<file path="config.mk">
export PLATFORM = sky130hd
export DESIGN_NAME = ts_crossing_loader
export DESIGN_NICKNAME = d
export VERILOG_FILES = /design/src/rtl/ts_pkg.sv /design/src/rtl/ts_bank_counts.sv /design/src/rtl/ts_crossing_loader.sv
export SDC_FILE = /design/constraint.sdc
export NUM_CORES = 1
export LEC_CHECK = 0
export BUFFER_PORTS_ARGS = -buffer_cell sky130_fd_sc_hd__buf_2
export CAP_MARGIN = 10
export CORE_ASPECT_RATIO = 0.9
export CORE_UTILIZATION = 59
export DETAILED_ROUTE_END_ITERATION = 16
export PLACE_DENSITY = 0.86
export SKIP_CTS_REPAIR_TIMING = 1
export SLEW_MARGIN = 20
export SYNTH_ARGS = -nofsm -noshare
export SYNTH_HDL_FRONTEND = slang
export SYNTH_SLANG_ARGS = --single-unit
export TNS_END_PERCENT = 50
</file>
<file path="constraint.sdc">
create_clock -name clk -period 4.66 [get_ports clk]
set_input_delay 1.165 -clock clk [delete_from_list [all_inputs] [get_ports clk]]
set_output_delay 1.165 -clock clk [all_outputs]
set_load 0.01 [all_outputs]
</file>
<file path="src/rtl/ts_pkg.sv">
// Shared definitions for the crossing loader: geometry constants, the
// launch-FSM state type and stub-memory address packing.
// Optional build macro used by the loader top: TS_LOADER_DROP_CNT_EN.
package ts_pkg;

    localparam int N_OUT_LAYERS = 3;
    localparam int CNT_W        = 5;
    localparam int STUB_W       = 36;
    localparam int LYR_W        = 2;
    localparam int N_LAYERS     = N_OUT_LAYERS + 1;
    localparam int MAX_STUBS    = (1 << CNT_W) - 1;
    localparam int ADR_W        = 1 + LYR_W + CNT_W;

    typedef enum logic [1:0] {
        L_IDLE      = 2'd0,
        L_START     = 2'd1,
        L_WAIT_BSY  = 2'd2,
        L_WAIT_DONE = 2'd3
    } launch_state_t;

    // Stub memory address layout: {bank, layer, index}
    function automatic logic [ADR_W-1:0] pack_adr(
        input logic             bank,
        input logic [LYR_W-1:0] lyr,
        input logic [CNT_W-1:0] idx
    );
        return {bank, lyr, idx};
    endfunction

    // Layer indices above the outermost layer carry no storage
    function automatic logic lyr_valid(input logic [LYR_W-1:0] lyr);
        return (int'(lyr) <= N_OUT_LAYERS);
    endfunction

endpackage

</file>
<file path="src/rtl/ts_bank_counts.sv">
// One bank of the ping-pong stub store: per-layer stub counters with
// saturation at MAX_STUBS, plus the bank's full flag.
module ts_bank_counts
    import ts_pkg::*;
(
    input  logic                           clk,
    input  logic                           res,
    input  logic                           i_stub,
    input  logic [LYR_W-1:0]               i_lyr,
    input  logic                           i_seal,
    input  logic                           i_clear,
    output logic                           o_full,
    output logic                           o_sat,
    output logic [CNT_W-1:0]               o_sel_cnt,
    output logic [N_LAYERS-1:0][CNT_W-1:0] o_cnt
);

    logic                           r_full;
    logic [N_LAYERS-1:0][CNT_W-1:0] r_cnt;
    logic                           w_lyr_ok;
    logic                           w_inc;

    // Look up the addressed layer's count and decide whether it can grow
    always_comb begin
        w_lyr_ok  = lyr_valid(i_lyr);
        o_sel_cnt = {CNT_W{1'b0}};
        for (int k = 0; k < N_LAYERS; k++) begin
            o_sel_cnt = (i_lyr == LYR_W'(k)) ? r_cnt[k] : o_sel_cnt;
        end
        o_sat = w_lyr_ok && (o_sel_cnt == CNT_W'(MAX_STUBS));
        w_inc = i_stub && w_lyr_ok && !o_sat;
    end

    // Counters and full flag; a clear returns the bank to empty
    always_ff @(posedge clk or negedge res) begin
        if (!res) begin
            r_full <= 1'b0;
            r_cnt  <= {(N_LAYERS*CNT_W){1'b0}};
        end else if (i_clear) begin
            r_full <= 1'b0;
            r_cnt  <= {(N_LAYERS*CNT_W){1'b0}};
        end else begin
            if (i_seal) begin
                r_full <= 1'b1;
            end
            for (int k = 0; k < N_LAYERS; k++) begin
                if (w_inc && (i_lyr == LYR_W'(k))) begin
                    r_cnt[k] <= r_cnt[k] + CNT_W'(1);
                end
            end
        end
    end

    assign o_full = r_full;
    assign o_cnt  = r_cnt;

endmodule

</file>
<file path="src/rtl/ts_crossing_loader.sv">
// Crossing loader: fills a two-bank stub memory one crossing at a time,
// launches the crossing processor on each sealed bank in arrival order and
// frees the bank once the processor drops busy.
// Build macro TS_LOADER_DROP_CNT_EN adds the saturating drop_cnt output.
module ts_crossing_loader
    import ts_pkg::*;
(
    input  logic                        clk,
    input  logic                        res,
    input  logic                        stub_vld,
    input  logic [LYR_W-1:0]            stub_lyr,
    input  logic [STUB_W-1:0]           stub_dat,
    input  logic                        xing_end,
    output logic                        stub_rdy,
    output logic                        stub_mem_we,
    output logic [ADR_W-1:0]            stub_mem_adr,
    output logic [STUB_W-1:0]           stub_mem_dat,
    output logic                        proc_bank,
    output logic [CNT_W-1:0]            in_stub_cnt,
    output logic [N_OUT_LAYERS*CNT_W-1:0] out_stub_cnt,
    output logic                        start_cross_proc_sm,
    input  logic                        cross_proc_sm_bsy,
`ifdef TS_LOADER_DROP_CNT_EN
    output logic [15:0]                 drop_cnt,
`endif
    output logic                        stub_ovf
);

    logic                           r_fill_bank;
    logic                           r_proc_bank;
    logic                           r_stub_rdy;
    logic                           r_start;
    logic                           r_we;
    logic                           r_ovf;
    logic [ADR_W-1:0]               r_adr;
    logic [STUB_W-1:0]              r_dat;
    launch_state_t                  r_state;

    logic [1:0]                     w_full;
    logic [1:0]                     w_sat;
    logic [1:0]                     w_stub_b;
    logic [1:0]                     w_seal_b;
    logic [1:0]                     w_clear_b;
    logic [1:0]                     w_full_nxt;
    logic [CNT_W-1:0]               w_sel_cnt [2];
    logic [N_LAYERS-1:0][CNT_W-1:0] w_cnt [2];
    logic                           w_acc_stub;
    logic                           w_acc_end;
    logic                           w_lyr_ok;
    logic                           w_fill_sat;
    logic [CNT_W-1:0]               w_fill_idx;
    logic                           w_wr;
    logic                           w_ovf;
    logic                           w_free;
    logic                           w_fill_nxt;
    logic                           w_rdy_nxt;
    logic                           w_proc_full;

    genvar b;
    generate
        for (b = 0; b < 2; b++) begin : g_bank
            ts_bank_counts u_bank (
                .clk       (clk),
                .res       (res),
                .i_stub    (w_stub_b[b]),
                .i_lyr     (stub_lyr),
                .i_seal    (w_seal_b[b]),
                .i_clear   (w_clear_b[b]),
                .o_full    (w_full[b]),
                .o_sat     (w_sat[b]),
                .o_sel_cnt (w_sel_cnt[b]),
                .o_cnt     (w_cnt[b])
            );
        end
    endgenerate

    // Handshake, routing of stub/seal/free events to banks, next readiness
    always_comb begin
        w_acc_stub  = r_stub_rdy && stub_vld;
        w_acc_end   = r_stub_rdy && xing_end;
        w_lyr_ok    = lyr_valid(stub_lyr);
        w_fill_sat  = r_fill_bank ? w_sat[1] : w_sat[0];
        w_fill_idx  = r_fill_bank ? w_sel_cnt[1] : w_sel_cnt[0];
        w_wr        = w_acc_stub && w_lyr_ok && !w_fill_sat;
        w_ovf       = w_acc_stub && w_lyr_ok && w_fill_sat;
        w_free      = (r_state == L_WAIT_DONE) && !cross_proc_sm_bsy;
        w_proc_full = r_proc_bank ? w_full[1] : w_full[0];
        w_stub_b    = {w_acc_stub && r_fill_bank, w_acc_stub && !r_fill_bank};
        w_seal_b    = {w_acc_end && r_fill_bank, w_acc_end && !r_fill_bank};
        w_clear_b   = {w_free && r_proc_bank, w_free && !r_proc_bank};
        // Seal and free always address different banks, so both apply
        w_full_nxt  = (w_full | w_seal_b) & ~w_clear_b;
        w_fill_nxt  = r_fill_bank ^ w_acc_end;
        w_rdy_nxt   = w_fill_nxt ? !w_full_nxt[1] : !w_full_nxt[0];
    end

    // Registered stub-memory write port, one write per stored stub
    always_ff @(posedge clk or negedge res) begin
        if (!res) begin
            r_we  <= 1'b0;
            r_adr <= {ADR_W{1'b0}};
            r_dat <= {STUB_W{1'b0}};
        end else begin
            r_we <= w_wr;
            if (w_wr) begin
                r_adr <= pack_adr(r_fill_bank, stub_lyr, w_fill_idx);
                r_dat <= stub_dat;
            end
        end
    end

    // Fill-side state: bank pointer, registered ready, sticky overflow
    always_ff @(posedge clk or negedge res) begin
        if (!res) begin
            r_fill_bank <= 1'b0;
            r_stub_rdy  <= 1'b0;
            r_ovf       <= 1'b0;
        end else begin
            r_fill_bank <= w_fill_nxt;
            r_stub_rdy  <= w_rdy_nxt;
            r_ovf       <= r_ovf | w_ovf;
        end
    end

    // Launch FSM: start pulse on a full bank, free it when busy drops
    always_ff @(posedge clk or negedge res) begin
        if (!res) begin
            r_state     <= L_IDLE;
            r_start     <= 1'b0;
            r_proc_bank <= 1'b0;
        end else begin
            case (r_state)
                L_IDLE: begin
                    if (w_proc_full && !cross_proc_sm_bsy) begin
                        r_state <= L_START;
                        r_start <= 1'b1;
                    end
                end
                L_START: begin
                    r_start <= 1'b0;
                    r_state <= L_WAIT_BSY;
                end
                L_WAIT_BSY: begin
                    if (cross_proc_sm_bsy) begin
                        r_state <= L_WAIT_DONE;
                    end
                end
                L_WAIT_DONE: begin
                    if (!cross_proc_sm_bsy) begin
                        r_proc_bank <= ~r_proc_bank;
                        r_state     <= L_IDLE;
                    end
                end
                default: begin
                    r_state <= L_IDLE;
                    r_start <= 1'b0;
                end
            endcase
        end
    end

    // Counts presented to the processor come from the bank it reads
    always_comb begin
        if (r_proc_bank) begin
            in_stub_cnt  = w_cnt[1][0];
            out_stub_cnt = w_cnt[1][N_LAYERS-1:1];
        end else begin
            in_stub_cnt  = w_cnt[0][0];
            out_stub_cnt = w_cnt[0][N_LAYERS-1:1];
        end
    end

`ifdef TS_LOADER_DROP_CNT_EN
    logic [15:0] r_drop_cnt;
    logic        w_drop;

    assign w_drop = w_acc_stub && !w_wr;

    // Saturating tally of stubs dropped for a full or invalid layer
    always_ff @(posedge clk or negedge res) begin
        if (!res) begin
            r_drop_cnt <= 16'd0;
        end else if (w_drop && (r_drop_cnt != 16'hFFFF)) begin
            r_drop_cnt <= r_drop_cnt + 16'd1;
        end
    end

    assign drop_cnt = r_drop_cnt;
`endif

    assign stub_rdy            = r_stub_rdy;
    assign stub_mem_we         = r_we;
    assign stub_mem_adr        = r_adr;
    assign stub_mem_dat        = r_dat;
    assign proc_bank           = r_proc_bank;
    assign start_cross_proc_sm = r_start;
    assign stub_ovf            = r_ovf;

endmodule

</file>
Yosys cells after proc, flatten, opt, wreduce, memory -nomap -nowiden. Cells that the tools add are included.

Add/subtract/negate cells: 8. Multipliers: 0. Eq/ne operators: 11. Bitwise operators: 7. Reductions and logical operators: 46. Divide/modulo/power cells: 0. Shift-type cells: 0. Muxes and demuxes: 34. $lt $le $gt $ge: 0.

Operator list (count): two-way mux 5 bit (18); adder 5 x 1 -> 5 bit, second input constant (8); two-way mux 20 bit (2); logical AND 1 bit (22); nonzero test 2 bit (11); two-way mux 15 bit (1); equality test 5 bit, second input constant (2); equality test 2 bit, second input constant (4); logical NOT 1 bit (8); two-way mux 1 bit (8); case mux 2 bit (4 select lines) (1); two-way mux 2 bit (3); inequality test 2 bit, second input constant (3); equality test 2 x 1 -> 1 bit, second input constant (2); logical NOT 2 bit (2); AND reduction 2 bit (2); AND reduction 3 bit (1); AND 2 bit (1); NOT 1 bit (2); NOT 2 bit (1); OR 2 bit (1); case mux 1 bit (2 select lines) (1); OR 1 bit (1); bitwise XOR 1 bit (1).

Register bits after elaboration: 94. Memories kept: 0. Latch bits: 0. Input port bits: 43. Output and inout bits: 69. Bits in writable memories: 0. Memory bits (read-only): 0.

Depth between registers and ports, before layout. Gate-level depths: netlist of run 1.

Depth in word-level cells: 11. Mapped depth: 9.

Hierarchy. Synthesis of run 1 repeated with hierarchy kept, for this count alone.

Cell total of the unflattened synthesis: 451. Area total of the unflattened synthesis: 5540.3 µm².

Modules (own cells, without submodules): ts_bank_counts (area each 1451.4 µm², instances 2, sequential area each 525.5 µm², cells each 135); ts_crossing_loader (area each 2637.5 µm², instances 1, sequential area each 1301.2 µm², cells each 181).

Worst setup path after synthesis of run 1. No wires, ideal clock.

Path type: input to register. Start: in stub_lyr[0]. End: reg r_dat[10] (netlist: stub_mem_dat[10]). Path slack: 1.355 ns. Path buffers: 4. Data arrival time: 3.178 ns. Stages: 9. Required time: 4.533 ns. Library setup time: 0.127 ns. Path through: buf_6 > buf_6 > mux4_2 > buf_6 > and2_4 > a221o_1 > inv_4 > buf_6 > mux2_1.

Word-level cells in the longest chain between the ends: 9. Elaborated cells on any way between the ends: 17. Those cells by class: eq/ne: 5; mux: 9; reduce/logical: 3.

Ends and longest elaborated chain: from (decl) (RTL line ts_crossing_loader.sv:11) `input logic [LYR_W-1:0] stub_lyr,`; logical NOT 2 bit (RTL line ts_bank_counts.sv:28) `o_sel_cnt = (i_lyr == LYR_W'(k)) ? r_cnt[k] : o_sel_cnt;`; two-way mux 5 bit (4 in series) (RTL line ts_bank_counts.sv:28); equality test 5 bit (RTL line ts_bank_counts.sv:30) `o_sat = w_lyr_ok && (o_sel_cnt == CNT_W'(MAX_STUBS));`; two-way mux 1 bit (*) (RTL line ts_crossing_loader.sv:82) `w_fill_sat = r_fill_bank ? w_sat[1] : w_sat[0];`; logical NOT 1 bit (*) (RTL line ts_crossing_loader.sv:84) `w_wr = w_acc_stub && w_lyr_ok && !w_fill_sat;`; logical AND 1 bit (*) (RTL line ts_crossing_loader.sv:84); to (signal assigned) (RTL line ts_crossing_loader.sv:102) `r_dat <= {STUB_W{1'b0}};`; to (signal assigned) (RTL line ts_crossing_loader.sv:107) `r_dat <= stub_dat;`; to (decl) (RTL line ts_crossing_loader.sv:36) `logic [STUB_W-1:0] r_dat;`.

Every way passes the cells marked *; elsewhere a longest branch is shown, timed or not. A chain may end at the register's enable or synchronous reset.

Worst setup path in the final report of run 1.
Start: in stub_lyr[0]. End: reg r_dat[29] (netlist: stub_mem_dat[29]).

The elaborated chain is that of the path after synthesis.

==> summary.md, run 1 <==
| Metric | Value |
|---|---|
| Post-route ant nets | `0` |
| Post-synth EDFFs | `0` |
| DR top layer | `met4` |
| DRT Wirelength | `between 10 and 15 mm` |
| R2R Path End | `stub_mem_dat[29]$_DFFE_PN0P_` |
| Comb power frac | `39.7%` |
| Fillers | `slightly above 600` |
| Gate Count Post-Synth | `between 400 and 500` |
| Hold Violations, Final | `0` |
| Global placer's final weighted congestion | `between 0.9 and 1` |
| Warnings, synthesis | `0` |
| Crit path kind | `in2reg` |
| #FFs+latches synth | `94` |
| FF-to-FF path depth | `5` |
| Actual slew at the worst max-slew pin | `~1.1 ns` |
| Final period utilization | `between 70 and 80%` |
| Leak | `between 0.002 and 0.003 µW` |
| Via/cell ratio | `slightly above 6` |
| Core area | `approximately 8500 µm²` |
| DR iter-0 viols | `between 200 and 300` |
| Dpl hpwl | `a little under 9 mm` |
| DIE HEIGHT | `90.8 µm` |
| Kind of cell adding the most delay to the critical path | `multiplexers` |
| Switching Fraction | `between 40% and 50%` |
| Cell Rows | `32` |
| Yosys top cell area share | `between 40% and 50%` |
| Hold path depth | `1` |
| Fin cells | `between 600 and 700` |
| Type of origin of the critical path | `input pin` |
| Placed cell area | `between 5000 and 6000 µm²` |
| Slowest CP cell | `mux4_2` |
| Count leader, synth | `dfrtp_1` |
| Buf/Inv on CP | `2` |
| Mapped Avg Cell Area | `11.4 µm²` |
| Largest net degree at the start of global routing | `64` |
| Max-cap viol count | `0` |
| Max Root-Sink Buffers | `2` |
| Worst-skew pair later-pin latency | `0.38 ns` |
| Place WS | `just over 0.7 ns` |
| Setup WS post-layout | `approximately 1.1 ns` |
| Remaining DRCs | `0` |
| Syn_nets | `roughly 510` |
| First-pass GRT wire length | `around 19 mm` |
| Placed Cells | `about 660` |
| Synth Flop Type | `dfrtp_1` |
| Hold path endpoint | `stub_mem_dat[14]$_DFFE_PN0P_` |
| Fin crit period | `approximately 3.6 ns` |
| Worst hold path class | `reg2reg` |
| Crit. path cell count | `6` |
| Internal power | `roughly 1900 µW` |
| Share of cells above drive strength 1 | `30.4%` |
| CTS tree | `built` |
| Clock Skew | `roughly 0.0076 ns` |
| Critical Path AT | `between 3 and 4 ns` |
| Total length of routed met2 wires | `about 5.6 mm` |
| Final instance area | `5920 µm²` |
| # H-tree levels | `3` |
| Ports | `approximately 110` |
| Chip width | `between 100 and 150 µm` |
| Async set-or-reset flop fraction in the synthesized netlist | `between 90% and 100%` |
| Reg-to-reg slack, setup | `approximately 1.8 ns` |
| Most instantiated cells after synthesis | `94 x dfrtp_1, 62 x nand2_1, 42 x mux2i_1` |
| Grt total ovfl | `0` |
| Register area share after synthesis | `between 40% and 50%` |
| Initial Util | `between 60% and 70%` |
| Flop pwr share | `a little over two fifths` |
| Largest area contributor in the netlist | `dfrtp_1` |
| Pre-antenna DRT Iters | `5` |
| Clk pwr share | `16.5%` |
| CTS root buf | `clkbuf_8` |
| TNS Setup | `0 ns` |
| Met1 wire length | `between 4 and 5 mm` |
| Fmax | `approximately 0.28 GHz` |
| Max Slew Vio Count | `0` |
| Routed len/inst | `around 18 µm` |
| NumNets Final | `~610` |
| CP cell instances | `buf_2 -> mux4_2 -> and4_1 -> a221o_1 -> inv_4 -> mux2_1` |
| Worst path max stage delay | `0.58 ns` |
| Synth cell types | `37` |
| Required time worst endpoint | `4.92 ns` |
| Core Util, Final | `69.4%` |
| ANT cells | `0` |
| Status | `finished, final reports clean` |
| Crit path max fanout | `between 40 and 50` |
| Clk sinks | `94` |
| Reg-to-Reg Start | `g_bank[0].u_bank.o_cnt[11]$_DFFE_PN0P_` |
| Vias after detailed routing | `4,047` |
| Rel. slew slack | `28.0%` |
| Area Growth Syn to Fin | `14.6%` |
| Die area | `~9100 µm²` |
| Post-synthesis cell area | `between 5000 and 6000 µm²` |
| CP endpoint kind | `flip-flop` |
| Clk slew on worst S/H paths | `roughly 0.1 ns` |
| Top cells by area, synth | `dfrtp_1 46%, mux2i_1 8.1%, mux2_1 7.6%` |
| Max IR drop VDD | `about 0.00043 V` |
| Num CTS Buffers | `9` |
| Initial antenna violation count | `0` |
| Pwr dens | `between 500 and 600 nW/µm²` |
| Worst hold start | `stub_mem_dat[14]$_DFFE_PN0P_` |
| RSZ-0062 raised after global routing | `no` |
| Met3 routed WL | `~1.3 mm` |
| Vias in the first global route | `roughly 3.9k` |
| NetSw | `roughly 1300 µW` |
| IO Port Bufs | `around 110` |
| CP Launch Point | `stub_lyr[0]` |
| Setup violators final | `0` |
| GRT Util Overall | `27.7%` |
-- registers in the layout, indices dropped and copies added (netlist names) --
signal / flops
g_bank.u_bank.o_cnt: 40
stub_mem_dat: 36
stub_mem_adr: 8
g_bank.u_bank.o_full: 2
r_state: 2
proc_bank: 1
r_fill_bank: 1
start_cross_proc_sm: 1
stub_mem_we: 1
stub_ovf: 1
stub_rdy: 1
-- routing by layer --
layer	track usage [%]	vias up
met4	9.06	0
met5	0	-
met2	45.6	234
met1	35.2	1965
met3	7.82	31
li1	-	1817
-- placed cells by master (no fill, tap or decap), types with 2 or more instances in the layout --
master,Yosys,routed
a21oi_1,10,10
mux2i_1,42,42
mux2_1,35,35
clkbuf_8,0,9
or3_1,2,2
nand3_1,8,8
nand2b_1,33,33
buf_2,3,110
nand3b_1,3,3
and2_1,3,3
nand4_1,15,15
o21ai_0,3,3
and4_1,3,3
and2_4,2,2
clkinv_4,0,2
mux2_2,24,24
nor2b_1,2,2
mux4_2,10,10
buf_4,0,5
inv_6,0,2
o21a_1,6,6
nand2_1,62,62
ha_1,15,15
a2111oi_0,2,2
dfrtp_1,94,94
a211oi_1,26,26
inv_1,10,10
-- cell families after synthesis --
family / count (synthesis) / share of synthesized area [%]
AOI/OAI and AO/OA: 55 / 7.58
DFF: 94 / 45.5
buffers and inverters: 43 / 4.26
and+or+nand+nor: 135 / 13.6
adders and majority gates: 15 / 3.63
muxes: 111 / 25.4
-- stage by stage --
| stage | hold WS (ns) | total power (µW) |
|---|---|---|
| 5_1_grt | 0.503 | 3430 |
| 6_report | 0.491 | 3210 |
| 3_5_place_dp | 0.469 | 2700 |
| 3_3_place_gp | 0.461 | 2610 |
| 4_1_cts | 0.493 | 3220 |
| 2_1_floorplan | 0.471 | 2200 |
-- worst max-delay path by stage --
stage,to,slack (ns)
floorplan,stub_mem_dat[10]$_DFFE_PN0P_,1.35
global placement,stub_mem_dat[0]$_DFFE_PN0P_,0.79
detailed placement,stub_mem_dat[29]$_DFFE_PN0P_,0.72
CTS,stub_mem_dat[29]$_DFFE_PN0P_,1.11
global route,stub_mem_dat[32]$_DFFE_PN0P_,0.97
finish,stub_mem_dat[29]$_DFFE_PN0P_,1.09
-- power by group through the flow --
stage	registers [µW]	logic, µW	clock network, µW
finish	1410	1280	531
global route	1440	1410	572
CTS	1400	1280	541
detailed placement	1420	1280	0
global placement	1390	1220	0
floorplan	1410	789	0
-- layout make-up --
cell class | instances | area [µm²] | share of cell area, %
Sequential cell | 94 | 2350 | 39.8
Timing Repair Buffer | 115 | 588 | 9.94
Inverter | 11 | 43.8 | 0.740
Multi-Input combinational cell | 316 | 2590 | 43.8
Tap cell | 119 | 149 | 2.52
Clock inverter | 7 | 67.6 | 1.14
Clock buffer | 9 | 124 | 2.09
Note: power is estimated with default switching activity, not from simulation.
==> run 2, diff against run 1 <==
ABC_AREA = 1   (was unset)
CORE_UTILIZATION = 50   (was 59)
PLACE_DENSITY = 0.77   (was 0.86)
clock period = 3.05 ns   (was 4.66 ns; I/O delays follow)
==> run 2 against run 1 <==
Compared with the run above:
- via count is 22% higher
- first-iteration DRC count is 17% higher
- utilization is 7.5 points lower
- die area is 18% higher
- register-to-register slack worse by 0.95 ns
- sequential share of layout area is 1.2 points lower
- sequential power is 45% higher
- final cell count is 33% higher
- routed wire length is 20% higher
- clock skew is 0.0010 ns lower
- critical path type unchanged
- largest power group unchanged
==> summary.md, run 2 <==
| Metric | Value |
|---|---|
| Status | `finished, final reports clean` |
| CP endpoint kind | `flip-flop` |
| Max Root-Sink Buffers | `2` |
| Gate Count Post-Synth | `approximately 660` |
| Cell Rows | `34` |
| DRT Wirelength | `between 10 and 15 mm` |
| Num CTS Buffers | `9` |
| Clk slew on worst S/H paths | `roughly 0.070 ns` |
| Top cells by area, synth | `dfrtp_1 46%, nand2_1 16%, nand3_1 12%` |
| Chip width | `109 µm` |
| GRT Util Overall | `between 20% and 30%` |
| NumNets Final | `approximately 820` |
| Max-cap viol count | `0` |
| Clk sinks | `94` |
| Grt total ovfl | `0` |
| Crit path max fanout | `44` |
| Async set-or-reset flop fraction in the synthesized netlist | `between 90% and 100%` |
| CTS tree | `built` |
| IO Port Bufs | `~110` |
| Max Slew Vio Count | `0` |
| Ports | `approximately 110` |
| Actual slew at the worst max-slew pin | `0.537 ns` |
| Die area | `10,700 µm²` |
| Vias in the first global route | `between 4k and 5k` |
| # H-tree levels | `3` |
| Pre-antenna DRT Iters | `5` |
| Core Util, Final | `around three fifths` |
| Vias after detailed routing | `between 4k and 5k` |
| Mapped Avg Cell Area | `~7.8 µm²` |
| Synth Flop Type | `dfrtp_1` |
| Via/cell ratio | `~5.5` |
| Most instantiated cells after synthesis | `222 x nand2_1, 122 x nand3_1, 94 x dfrtp_1` |
| Initial antenna violation count | `0` |
| Leak | `0.00334 µW` |
| Synth cell types | `26` |
| Most frequent cells in the layout | `222 x nand2_1, 122 x nand3_1, 110 x buf_2` |
| Most common cell after layout, fill and taps aside | `nand2_1` |
| Routed len/inst | `~16 µm` |
| Crit path kind | `in2reg` |
| #FFs+latches synth | `94` |
| Largest net degree at the start of global routing | `45` |
| Critical Path AT | `about 2.8 ns` |
| Fin crit period | `roughly 2.5 ns` |
| Pwr dens | `869 nW/µm²` |
| Post-synth EDFFs | `0` |
| Largest area contributor in the netlist | `dfrtp_1` |
| ANT cells | `0` |
| Count leader, synth | `nand2_1` |
| Clock Skew | `around 0.0066 ns` |
| Max IR drop VDD | `0.000491 V` |
| Worst-skew pair later-pin latency | `~0.34 ns` |
| Required time worst endpoint | `around 3.3 ns` |
| Core area | `between 9000 and 10,000 µm²` |
| Final period utilization | `~81%` |
| Warnings, synthesis | `0` |
| Fmax | `between 0.4 and 0.5 GHz` |
| Share of cells above drive strength 1 | `about a fifth` |
| Remaining DRCs | `0` |
| Worst hold path class | `in2async` |
| Syn_nets | `between 700 and 800` |
| Hold Violations, Final | `0` |
| Rel. slew slack | `approximately 64%` |
| First-pass GRT wire length | `approximately 23 mm` |
| Post-route ant nets | `0` |
| TNS Setup | `0 ns` |
| Global placer's final weighted congestion | `0.940` |
| DIE HEIGHT | `~98 µm` |
| DR iter-0 viols | `~330` |
| CTS root buf | `clkbuf_16` |
| Type of origin of the critical path | `input pin` |
| RSZ-0062 raised after global routing | `no` |
| Max reg flops | `40` |
| Fillers | `a little under 900` |
| Post-synthesis cell area | `approximately 5200 µm²` |
| Register area share after synthesis | `45.5%` |
| Initial Util | `52.3%` |
| Area Growth Syn to Fin | `18.2%` |
| Setup violators final | `0` |
| Yosys top cell area share | `45.5%` |
| Dpl hpwl | `~10 mm` |
==> run 2: cell count changes after synthesis, moves of 23 or more <==
cell / before / now
a211oi_1: 26 / 0
inv_1: 10 / 38
mux2_1: 35 / 0
mux2_2: 24 / 0
mux2i_1: 42 / 0
nand2_1: 62 / 222
nand2b_1: 33 / 0
nand3_1: 8 / 122
nand4_1: 15 / 38
o21ai_0: 3 / 27
==> run 2: stage by stage <==
stage               cell area, µm²  hold WS (ns)  total power (µW)  std cells  worst slack [ns]
detailed placement            5770         0.463              4060        874             0.276
global placement              5770         0.469              3990        874             0.298
CTS                           6100         0.404              5320        890             0.617
finish                        6100         0.385              5300        890             0.566
global route                  6100         0.424              5660        890             0.327
floorplan                     5160         0.461              3300        658             0.928
==> run 2: where the power goes <==
part	internal (µW)	leakage, µW	switching (µW)
Sequential	1680	0.00122	374
Combinational	746	0.00197	1270
Clock	745	0.000155	492
==> run 2: cells by family after synthesis <==
kind of cell / synth area share, %
xor+xnor: 4.07
fa+ha+maj: 3.63
simple gates: 35.6
flops: 45.5
compound gates: 3.49
buf+inv: 7.63
==> run 2: critical path, stage by stage <==
cell      delay (ns)
buf_2           0.25
inv_1           0.13
nor2_2          0.29
nand2_1         0.09
nand2_1         0.10
nand2_1         0.05
nand2_1         0.08
clkinv_1        0.07
nand2_2         0.13
nand2_4         0.16
nand2_4         0.41
nand2_1         0.12
nand2_1         0.08
==> run 2: layer usage <==
layer	share of wire, %	global-route usage, %	vias to the layer above
met5	0	0	-
met4	2.9	11.9	0
met3	5.0	5.56	35
met2	46	41.3	144
met1	46	39.5	2393
li1	-	-	2366
==> run 2: area by class of cell <==
cell class,count,area (µm²),share of cell area (%)
Multi-Input combinational cell,486,2420,39.6
Tap cell,126,158,2.58
Sequential cell,94,2350,38.5
Clock inverter,6,92.6,1.52
Timing Repair Buffer,127,691,11.3
Clock buffer,10,239,3.91
Inverter,41,154,2.52
==> run 2: path summary, 6_finish.rpt <==
kind	startpoint	endpoint	slack [ns]	cells past startpoint
max	stub_lyr[1]	stub_mem_dat[21]$_DFFE_PN0P_	0.57	13
min	res	r_state[1]$_DFFE_PN0P_	0.39	1
max reg2reg	g_bank[1].u_bank.o_cnt[5]$_DFFE_PN0P_	stub_mem_dat[21]$_DFFE_PN0P_	0.88	11
min reg2reg	stub_ovf$_DFF_PN0_	stub_ovf$_DFF_PN0_	0.48	1
max in group asynchronous	res	g_bank[1].u_bank.o_cnt[2]$_DFFE_PN0P_	1.93	2
min in group clk	stub_ovf$_DFF_PN0_	stub_ovf$_DFF_PN0_	0.48	1
==> run 3, diff against run 2 <==
ABC_AREA = 0   (was 1)
CORE_UTILIZATION = 55   (was 50)
PLACE_DENSITY = 0.81   (was 0.77)
clock period = 2.5 ns   (was 3.05 ns; I/O delays follow)
==> run 3 against run 2 <==
Compared with the run above:
- global-route usage barely moved
- hold slack lost 0.32 ns
- first-iteration DRC count shrank 5.1%
- sequential share of layout area down 1.3 points
- highest routed layer unchanged
- non-clock buffer count increased by 28
- power is 22% higher
- register-to-register slack got worse by 0.74 ns
- critical path type unchanged
==> summary.md, run 3 (synthesis gave the netlist of run 1 again) <==
| Metric | Value |
|---|---|
| Vias after detailed routing | `about 4.2k` |
| Critical Path AT | `approximately 2.6 ns` |
| Worst path max stage delay | `about 0.54 ns` |
| Setup violators final | `0` |
| Grt total ovfl | `0` |
| Chip width | `roughly 100 µm` |
| Reg-to-reg slack, setup | `around 0.14 ns` |
| Fin crit period | `between 2 and 2.5 ns` |
| Actual slew at the worst max-slew pin | `0.505 ns` |
| Reg-to-Reg Start | `g_bank[0].u_bank.o_cnt[16]$_DFFE_PN0P_` |
| Internal power | `4030 µW` |
| Fillers | `between 600 and 700` |
| Final period utilization | `a little over nine tenths` |
| Placed Cells | `around 700` |
| Vias in the first global route | `3,997` |
| Initial Util | `between 50 and 60%` |
| Crit path max fanout | `19` |
| TNS Setup | `0 ns` |
| Pre-antenna DRT Iters | `5` |
| GRT Util Overall | `between 20% and 30%` |
| Initial antenna violation count | `0` |
| Fmax | `0.419 GHz` |
| Dpl hpwl | `approximately 9.5 mm` |
| Total length of routed met2 wires | `around 6.0 mm` |
| CTS tree | `built` |
| Required time worst endpoint | `~2.8 ns` |
| RSZ-0062 raised after global routing | `no` |
| NumNets Final | `between 600 and 700` |
| Cell Rows | `33` |
| FF-to-FF path depth | `6` |
| Pwr dens | `roughly 1000 nW/µm²` |
| Fin cells | `713` |
| Max reg flops | `40` |
| Num CTS Buffers | `9` |
| Largest net degree at the start of global routing | `55` |
| Max IR drop VDD | `approximately 0.00058 V` |
| Met3 routed WL | `910 µm` |
| Core area | `a little over 9000 µm²` |
| Flop pwr share | `between 30% and 40%` |
| Crit path kind | `in2reg` |
| Clk sinks | `94` |
| DRT Wirelength | `between 10 and 15 mm` |
| CP cell instances | `buf_6 -> mux4_2 -> and4_1 -> a221o_1 -> inv_4 -> buf_12 -> mux2_1` |
| Met1 wire length | `~5.8 mm` |
| Area Growth Syn to Fin | `22.5%` |
| CP endpoint kind | `flip-flop` |
| Clk slew on worst S/H paths | `0.10 ns` |
| Global placer's final weighted congestion | `~0.94` |
| IO Port Bufs | `between 100 and 150` |
| Rel. slew slack | `between 60% and 70%` |
| Most common cell after layout, fill and taps aside | `buf_2` |
| CTS root buf | `clkbuf_8` |
| Buf/Inv on CP | `3` |
| Routed len/inst | `~18 µm` |
| Worst hold path class | `in2async` |
| Hold Violations, Final | `0` |
| DR iter-0 viols | `approximately 310` |
| # H-tree levels | `3` |
| Leak | `about 0.0030 µW` |
| Setup WS post-layout | `0.114 ns` |
| Via/cell ratio | `just under 6` |
| Max Root-Sink Buffers | `2` |
| DR top layer | `met4` |
| R2R Path End | `stub_mem_dat[16]$_DFFE_PN0P_` |
| Comb power frac | `about 42%` |
| First-pass GRT wire length | `approximately 21 mm` |
| Type of origin of the critical path | `input pin` |
| Register area | `about 2400 µm²` |
| Place WS | `-0.469 ns` |
| Slowest CP cell | `mux4_2` |
| Most frequent cells in the layout | `109 x buf_2, 94 x dfrtp_1, 62 x nand2_1` |
| Switching Fraction | `37.8%` |
| Die area | `approximately 9800 µm²` |
| Kind of cell adding the most delay to the critical path | `multiplexers` |
| Status | `finished, final reports clean` |
| Multi-input gate area | `2590 µm²` |
| Remaining DRCs | `0` |
| Clock Skew | `around 0.011 ns` |
| Max Slew Vio Count | `0` |
| Max-cap viol count | `0` |
| DIE HEIGHT | `93.9 µm` |
| NetSw | `2450 µW` |
| Clk pwr share | `a little under a fifth` |
| Post-route ant nets | `0` |
| Share of cells above drive strength 1 | `a little over a third` |
| ANT cells | `0` |
| Worst-skew pair later-pin latency | `0.37 ns` |
| Core Util, Final | `between 60% and 70%` |
| Ports | `approximately 110` |
## run 3: cell types whose count changed in the layout (fill, tap and decap cells not counted), sizes merged, moves of 10 or more
cell | previous run | this run
a211oi | 0 | 26
buf | 127 | 155
inv | 41 | 13
mux2 | 0 | 59
mux2i | 0 | 42
mux4 | 0 | 10
nand2 | 227 | 62
nand2b | 0 | 33
nand3 | 122 | 8
nand4 | 38 | 15
nor2 | 23 | 0
o21ai | 27 | 3
xor2 | 18 | 0
## run 3: worst max-delay path by stage
| stage | endpoint | cells after the start | slack (ns) | start |
|---|---|---|---|---|
| floorplan | stub_mem_dat[10]$_DFFE_PN0P_ | 9 | -0.20 | stub_lyr[0] |
| global placement | stub_mem_dat[0]$_DFFE_PN0P_ | 7 | -0.37 | stub_lyr[0] |
| detailed placement | stub_mem_dat[16]$_DFFE_PN0P_ | 7 | -0.47 | stub_lyr[0] |
| CTS | stub_mem_dat[16]$_DFFE_PN0P_ | 7 | -0.06 | stub_lyr[0] |
| global route | stub_mem_dat[16]$_DFFE_PN0P_ | 7 | 0.07 | stub_lyr[0] |
| finish | stub_mem_dat[16]$_DFFE_PN0P_ | 7 | 0.11 | stub_lyr[0] |
## run 3: routing by layer
metal	vias up	GRT usage (%)
met3	24	5.96
met5	-	0
met1	2042	38.0
met2	202	44.7
met4	0	8.93
li1	1896	-
## run 3: layout make-up
| type | instances | area share [%] |
|---|---|---|
| multi-input combinational | 316 | 41.0 |
| sequential | 94 | 37.2 |
| timing repair buffer | 155 | 14.9 |
| tap | 122 | 2.41 |
| clock buffer | 9 | 1.96 |
| clock inverter | 6 | 1.84 |
| inverter | 11 | 0.692 |
## run 3: power groups by stage
| stage | registers, µW | logic, µW | clock network (µW) |
|---|---|---|---|
| global route | 2580 | 2980 | 1320 |
| floorplan | 2620 | 1470 | 0 |
| CTS | 2500 | 2730 | 1260 |
| detailed placement | 2530 | 2730 | 0 |
| global placement | 2490 | 2610 | 0 |
| finish | 2510 | 2720 | 1240 |
## run 3: metrics by stage
| stage | total power, µW | area [µm²] | hold slack [ns] |
|---|---|---|---|
| global route | 6880 | 6330 | 0.0524 |
| CTS | 6500 | 6320 | 0.0508 |
| global placement | 5100 | 6080 | 0.458 |
| finish | 6480 | 6330 | 0.0626 |
| floorplan | 4100 | 5180 | 0.329 |
| detailed placement | 5260 | 6080 | 0.467 |
